[config.mk]
export PLATFORM = sky130hd
export DESIGN_NAME = word_demux_1_4_flat
export DESIGN_NICKNAME = d
export VERILOG_FILES = /design/src/rtl/word_demux_1_4_if.sv /design/src/rtl/word_demux_1_4.sv /design/src/flat_wrapper.sv
export SDC_FILE = /design/constraint.sdc
export NUM_CORES = 1
export LEC_CHECK = 0
export ABC_AREA = 1
export BUFFER_PORTS_ARGS = -buffer_cell sky130_fd_sc_hd__clkbuf_2
export CORE_UTILIZATION = 35
export CTS_BUF_LIST = sky130_fd_sc_hd__clkbuf_4
export CTS_CLUSTER_SIZE = 20
export DETAILED_ROUTE_END_ITERATION = 7
export MAX_ROUTING_LAYER = met4
export SLEW_MARGIN = 5
export SYNTH_ARGS = -nofsm -noshare
export SYNTH_HDL_FRONTEND = slang
export SYNTH_SLANG_ARGS = --single-unit
[constraint.sdc]
create_clock -name clk -period 1.7 [get_ports clk]
set_clock_uncertainty 0.2 [all_clocks]
set_input_delay 0.255 -clock clk [delete_from_list [all_inputs] [get_ports clk]]
set_output_delay 0.255 -clock clk [all_outputs]
set_load 0.03 [all_outputs]
[src/rtl/word_demux_1_4_if.sv]
`default_nettype none
// ============================================================================
//  Module      : word_demux_1_4_if
//  Description : Bundle of the word demultiplexer's data-in, control and
//                channel-status signals. The master modport drives words in and
//                observes channels. The slave modport is the demux itself.
//  Revision    : 1.0  initial release
// ============================================================================
interface word_demux_1_4_if #(
    parameter int CNT_W = 8
);
    logic [15:0]      din;
    logic             din_valid;
    logic             din_perr;
    logic [1:0]       adr;
    logic             auto;
    logic [3:0]       rd_ack;
    logic             ovr_clr;

    logic [15:0]      A;
    logic [15:0]      B;
    logic [15:0]      C;
    logic [15:0]      D;
    logic [3:0]       full;
    logic [3:0]       overrun;
    logic [1:0]       ptr;
    logic [CNT_W-1:0] err_cnt;

    modport master (
        output din, din_valid, din_perr, adr, auto, rd_ack, ovr_clr,
        input  A, B, C, D, full, overrun, ptr, err_cnt
    );

    modport slave (
        input  din, din_valid, din_perr, adr, auto, rd_ack, ovr_clr,
        output A, B, C, D, full, overrun, ptr, err_cnt
    );
endinterface
`default_nettype wire

[src/rtl/word_demux_1_4.sv]
`default_nettype none
// ============================================================================
//  Module      : word_demux_1_4
//  Description : Steers incoming 16-bit words into one of four holding
//                registers (A..D). The destination comes from adr, or from an
//                internal round-robin pointer when auto=1. The module tracks
//                per-channel full/overrun flags and counts parity-error words,
//                saturating at the maximum count.
//  Option      : DEMUX_OVERWRITE_EN - when defined, a write to a full channel
//                replaces the held word. When undefined, the new word is
//                dropped and the older word is kept.
//  Revision    : 1.0  initial release
// ============================================================================
module word_demux_1_4 #(
    parameter int CNT_W = 8
) (
    input  logic                   clk,
    input  logic                   rst,
    word_demux_1_4_if.slave        bus
);

    logic [15:0]      data_q [4];
    logic [15:0]      data_d [4];
    logic [3:0]       full_q;
    logic [3:0]       full_d;
    logic [3:0]       overrun_q;
    logic [3:0]       overrun_d;
    logic [1:0]       ptr_q;
    logic [1:0]       ptr_d;
    logic [CNT_W-1:0] err_cnt_q;
    logic [CNT_W-1:0] err_cnt_d;

    logic [1:0]       w_sel;
    logic             w_accept;
    logic             w_perr;
    logic [3:0]       w_wr;
    logic [3:0]       w_ovr_ev;

    assign w_sel    = bus.auto ? ptr_q : bus.adr;
    assign w_accept = bus.din_valid & ~bus.din_perr;
    assign w_perr   = bus.din_valid &  bus.din_perr;

    // Next-state computation.
    // A write beats a same-cycle acknowledge on the same channel.
    // An overrun event beats ovr_clr.
    always_comb begin
        ptr_d     = ptr_q;
        err_cnt_d = err_cnt_q;
        for (int n = 0; n < 4; n++) begin
            w_wr[n]     = w_accept && (w_sel == 2'(n));
            w_ovr_ev[n] = w_wr[n] && full_q[n] && !bus.rd_ack[n];
            data_d[n]   = data_q[n];
            if (w_wr[n] && !w_ovr_ev[n]) begin
                data_d[n] = bus.din;
            end
`ifdef DEMUX_OVERWRITE_EN
            if (w_ovr_ev[n]) begin
                data_d[n] = bus.din;
            end
`endif
            full_d[n]    = w_wr[n] | (full_q[n] & ~bus.rd_ack[n]);
            overrun_d[n] = w_ovr_ev[n] | (overrun_q[n] & ~bus.ovr_clr);
        end
        // The pointer advances on every accepted word, including dropped overruns.
        if (w_accept && bus.auto) begin
            ptr_d = ptr_q + 2'd1;
        end
        if (w_perr && (err_cnt_q != {CNT_W{1'b1}})) begin
            err_cnt_d = err_cnt_q + CNT_W'(1);
        end
    end

    // State registers. Reset overrides everything, including a word arriving in the same cycle.
    always_ff @(posedge clk) begin
        if (rst) begin
            for (int n = 0; n < 4; n++) begin
                data_q[n] <= 16'h0000;
            end
            full_q    <= 4'b0000;
            overrun_q <= 4'b0000;
            ptr_q     <= 2'd0;
            err_cnt_q <= '0;
        end else begin
            for (int n = 0; n < 4; n++) begin
                data_q[n] <= data_d[n];
            end
            full_q    <= full_d;
            overrun_q <= overrun_d;
            ptr_q     <= ptr_d;
            err_cnt_q <= err_cnt_d;
        end
    end

    assign bus.A       = data_q[0];
    assign bus.B       = data_q[1];
    assign bus.C       = data_q[2];
    assign bus.D       = data_q[3];
    assign bus.full    = full_q;
    assign bus.overrun = overrun_q;
    assign bus.ptr     = ptr_q;
    assign bus.err_cnt = err_cnt_q;

endmodule
`default_nettype wire

[src/flat_wrapper.sv]
// flat-port wrapper written by rule: the top's interface ports become plain ports
module word_demux_1_4_flat 
#(
    parameter int CNT_W = 8
)
  (clk, rst, bus_din, bus_din_valid, bus_din_perr, bus_adr, bus_auto, bus_rd_ack, bus_ovr_clr, bus_A, bus_B, bus_C, bus_D, bus_full, bus_overrun, bus_ptr, bus_err_cnt);
  word_demux_1_4_if #(.CNT_W(CNT_W)) bus_i ();
  input  logic clk;
  input  logic rst;
  input wire logic [$bits(bus_i.din)-1:0] bus_din;
  input wire logic [$bits(bus_i.din_valid)-1:0] bus_din_valid;
  input wire logic [$bits(bus_i.din_perr)-1:0] bus_din_perr;
  input wire logic [$bits(bus_i.adr)-1:0] bus_adr;
  input wire logic [$bits(bus_i.auto)-1:0] bus_auto;
  input wire logic [$bits(bus_i.rd_ack)-1:0] bus_rd_ack;
  input wire logic [$bits(bus_i.ovr_clr)-1:0] bus_ovr_clr;
  output wire logic [$bits(bus_i.A)-1:0] bus_A;
  output wire logic [$bits(bus_i.B)-1:0] bus_B;
  output wire logic [$bits(bus_i.C)-1:0] bus_C;
  output wire logic [$bits(bus_i.D)-1:0] bus_D;
  output wire logic [$bits(bus_i.full)-1:0] bus_full;
  output wire logic [$bits(bus_i.overrun)-1:0] bus_overrun;
  output wire logic [$bits(bus_i.ptr)-1:0] bus_ptr;
  output wire logic [$bits(bus_i.err_cnt)-1:0] bus_err_cnt;
  assign bus_i.din = bus_din;
  assign bus_i.din_valid = bus_din_valid;
  assign bus_i.din_perr = bus_din_perr;
  assign bus_i.adr = bus_adr;
  assign bus_i.auto = bus_auto;
  assign bus_i.rd_ack = bus_rd_ack;
  assign bus_i.ovr_clr = bus_ovr_clr;
  assign bus_A = bus_i.A;
  assign bus_B = bus_i.B;
  assign bus_C = bus_i.C;
  assign bus_D = bus_i.D;
  assign bus_full = bus_i.full;
  assign bus_overrun = bus_i.overrun;
  assign bus_ptr = bus_i.ptr;
  assign bus_err_cnt = bus_i.err_cnt;
  word_demux_1_4 #(.CNT_W(CNT_W)) u_core (.clk(clk), .rst(rst), .bus(bus_i));
endmodule
==> flow_summary_export.csv <==
group,metric,value,unit
floorplanning,row_count,36,
drt,routed-via-count,3572,
clock_tree,root_buffer,"clkbuf_4",
pwr,power.total,3910,uW
clock_tree,cts_buffer_depth,2,
place,globalplace.congestion,0.870,
timing,worst_pin_slew,0.331,ns
timing,setup_viol,0,
grt,gr-total-overflow,0,
worst_setup_path,r2r_cells,7,
place,portBuffers,109,
timing,finalCriticalPeriod,1.60,ns
worst_setup_path,cp-end-kind,"primary output",
timing,slew_viol_final,0,
timing,maxSlewHeadroom,77.9,%
worst_setup_path,reg2reg_from,"u_core.bus.err_cnt[0]$_SDFFE_PP0P_",
place,hpwl,7.04,mm
worst_setup_path,crit_family,"flip-flops",
pwr,p_leak,0.00236,uW
grt,grt_max_degree,68,
timing,fin_setup_tns,0,ns
drt,drtPass1Iterations,4,
pwr,peakVddDrop,0.000315,V
worst_setup_path,critPathLaunch,"u_core.bus.err_cnt[5]$_SDFFE_PP0P_",
clock_tree,clock_sinks,82,
clock_tree,htreeDepth,3,
worst_setup_path,worst-path-stages,2,
synth,yosysUniqueCellTypes,27,
floorplanning,die_h,104,um
synth,ys_seq_area_share,45.2,%
timing,hold_violations,0,
grt,grtUsageTotal,19.1,%
clock_tree,clkTransAtPathRegs,0.12,ns
grt,grt_pass1_wl,16.0,mm
worst_setup_path,cp.required,1.24,ns
worst_setup_path,critPathArrivalTime,1.14,ns
worst_setup_path,r2r_end,"u_core.bus.err_cnt[0]$_SDFFE_PP0P_",
layout,diodes,0,
synth,syn_nets,551,
clock_tree,clk_latency,0.45,ns
worst_setup_path,max_stage_delay,0.36,ns
timing,timing.final.crit_share,94.0,%
layout,drive_above_1_share,24.8,%
flow_run,max_cap_violations,0,
synth,syn_area_per_cell,6.96,um2
min_path,whs_path_depth,6,
floorplanning,core_area,9910,um2
timing,rsz0062_at_grt,"false",
drt,ant_nets,0,
synth,postSynthCellCount,522,
drt,drt_wl_total,9.80,mm
grt,antenna_found_initial,0,
worst_setup_path,critical-path-slowest-cell,"dfxtp_1",
worst_setup_path,path_class,"reg2out",
drt,wl_per_cell,12.3,um
worst_setup_path,crit_fanout,4,
synth,synth-seq-cells,82,
drt,routed_via_density,4.50,
floorplanning,start_util,36.7,%
floorplanning,die_area,10800,um2
worst_setup_path,crit_chain,"buf_4, clkbuf_2",
synth,yosysWarnings,0,
layout,area_delta_synth_final,31.3,%
worst_setup_path,path_buf_inv,2,
synth,synth_area,3630,um2
worst_setup_path,r2r_slack,0.16,ns
clock_tree,cts_buffers,9,
worst_setup_path,endpoint,"bus_err_cnt[5]",
timing,clock.fmax,0.626,GHz
drt,drc,0,
pwr,power_density,820,nW/um2
drt,first_iter_violations,168,
run_status,status,"complete, no violations",
min_path,min_path_type,"in2reg",
layout,fill_cells,1036,
clock_tree,cts_tree,"built",
layout,fin_nets,685,
worst_setup_path,start_kind,"flip-flop",
grt,grt_pass1_vias,3269,
floorplanning,io_pins,110,
floorplanning,die_w,104,um
metal layers:
| layer | up-vias | wire, um | global-route usage, % |
|---|---|---|---|
| li1 | 1876 | - | - |
| met2 | 96 | 4380 | 28.3 |
| met1 | 1585 | 4630 | 24.7 |
| met3 | 15 | 605 | 5.20 |
| met4 | 0 | 185 | 7.35 |
| met5 | - | 0 | - |
area by class of cell:
type | instances | area, um2 | area share [%]
flip-flops and latches | 82 | 1640 | 34.5
multi-input cells | 361 | 1640 | 34.3
clock inverters | 6 | 88.8 | 1.86
well taps | 133 | 166 | 3.49
repair buffers | 146 | 950 | 19.9
inverters | 56 | 210 | 4.41
clock buffers | 10 | 75.1 | 1.57
flip-flops by register name, indices dropped and copies added, names as in the netlist:
| name | cells |
|---|---|
| u_core.data_q | 64 |
| u_core.bus.overrun | 4 |
| u_core.bus.ptr | 2 |
| u_core.bus.full | 4 |
| u_core.bus.err_cnt | 8 |
cell usage after synthesis:
master    number  share of area [%]
nand2_1      124                 13
nand3_4        1               0.48
nor2_8         2                1.1
nor2_2         1               0.17
xor2_1         1               0.24
dfxtp_1       82                 45
nor2_1       139                 14
clkbuf_1      10                1.0
nand2_2        2               0.34
nand3_1       42                5.8
clkinv_1       3               0.31
a21oi_1       13                1.8
nand4_1       21                3.6
inv_2          2               0.21
buf_2          2               0.28
nand2_4        2               0.62
o21ai_0        1               0.14
inv_1         51                5.3
ha_1           1               0.34
buf_6          9                2.8
nand3_2        2               0.55
buf_1          2               0.21
nor3_1         1               0.14
nand3b_1       1               0.21
buf_4          1               0.21
nor2_4         5                1.6
a21oi_2        1               0.24
cell usage in the layout, fill, tap and decap left out, drive strengths merged, types with 2 or more instances in the layout:
cell type and instances:
nor2 148, nand2 128, clkbuf 118, dfxtp 82, inv 56, nand3 45
nand4 21, dlygate4sd3 21, buf 16, a21oi 14, clkinv 3, bufinv 2
kinds of logic (layout without fill, tap and decap cells):
kind of cell	count (synthesis)	count (layout)	share of synthesized area (%)
AOI/OAI and AO/OA	15	15	2.17
adders and majority gates	1	1	0.344
xor gates and xnor gates	1	1	0.241
buffers and inverters	80	218	10.3
DFF	82	82	45.2
and+or+nand+nor	343	344	41.8
repair_timing:
action / in CTS / in global routing
hold buffers: 22 / 0
resized for setup: 0 / 5
endpoints found under the hold margin: 51 / 0
buffers inserted: 0 / 1
setup endpoints to repair: 0 / 44
how the worst min path moves through the flow:
stage,start,end
floorplan,rst,u_core.bus.overrun[3]$_SDFF_PP0_
global placement,u_core.bus.overrun[1]$_SDFF_PP0_,u_core.bus.overrun[1]$_SDFF_PP0_
detailed placement,u_core.bus.overrun[0]$_SDFF_PP0_,u_core.bus.overrun[0]$_SDFF_PP0_
CTS,bus_rd_ack[1],u_core.bus.overrun[1]$_SDFF_PP0_
global route,bus_adr[0],u_core.bus.full[0]$_SDFF_PP0_
finish,bus_rd_ack[1],u_core.bus.overrun[1]$_SDFF_PP0_
through the flow:
step | cell area [um2] | setup slack, ns | util [%] | hold slack (ns) | cells
after global routing | 4770 | 0.0207 | 48.1 | 0.0927 | 794
after CTS | 4730 | 0.0421 | 47.7 | 0.0466 | 793
after floorplan | 3630 | 0.0398 | - | 0.117 | 522
after global placement | 4350 | 0.152 | 43.9 | 0.256 | 755
final | 4770 | 0.103 | 48.1 | 0.0539 | 794
after detailed placement | 4350 | 0.0961 | 43.9 | 0.262 | 755
tightest hold or removal path: cells and delay by family:
| family | cells | cell delay, ns |
|---|---|---|
| AOI/OAI and AO/OA | 1 | 0.06 |
| buffers and inverters | 3 | 0.17 |
| and+or+nand+nor | 2 | 0.17 |
where the power goes:
part / internal [uW] / switching (uW)
combinational: 195 / 371
clock: 618 / 711
sequential: 1980 / 34.0
total: 2790 / 1120
No activity file was read; power rests on OpenSTA's default activity.
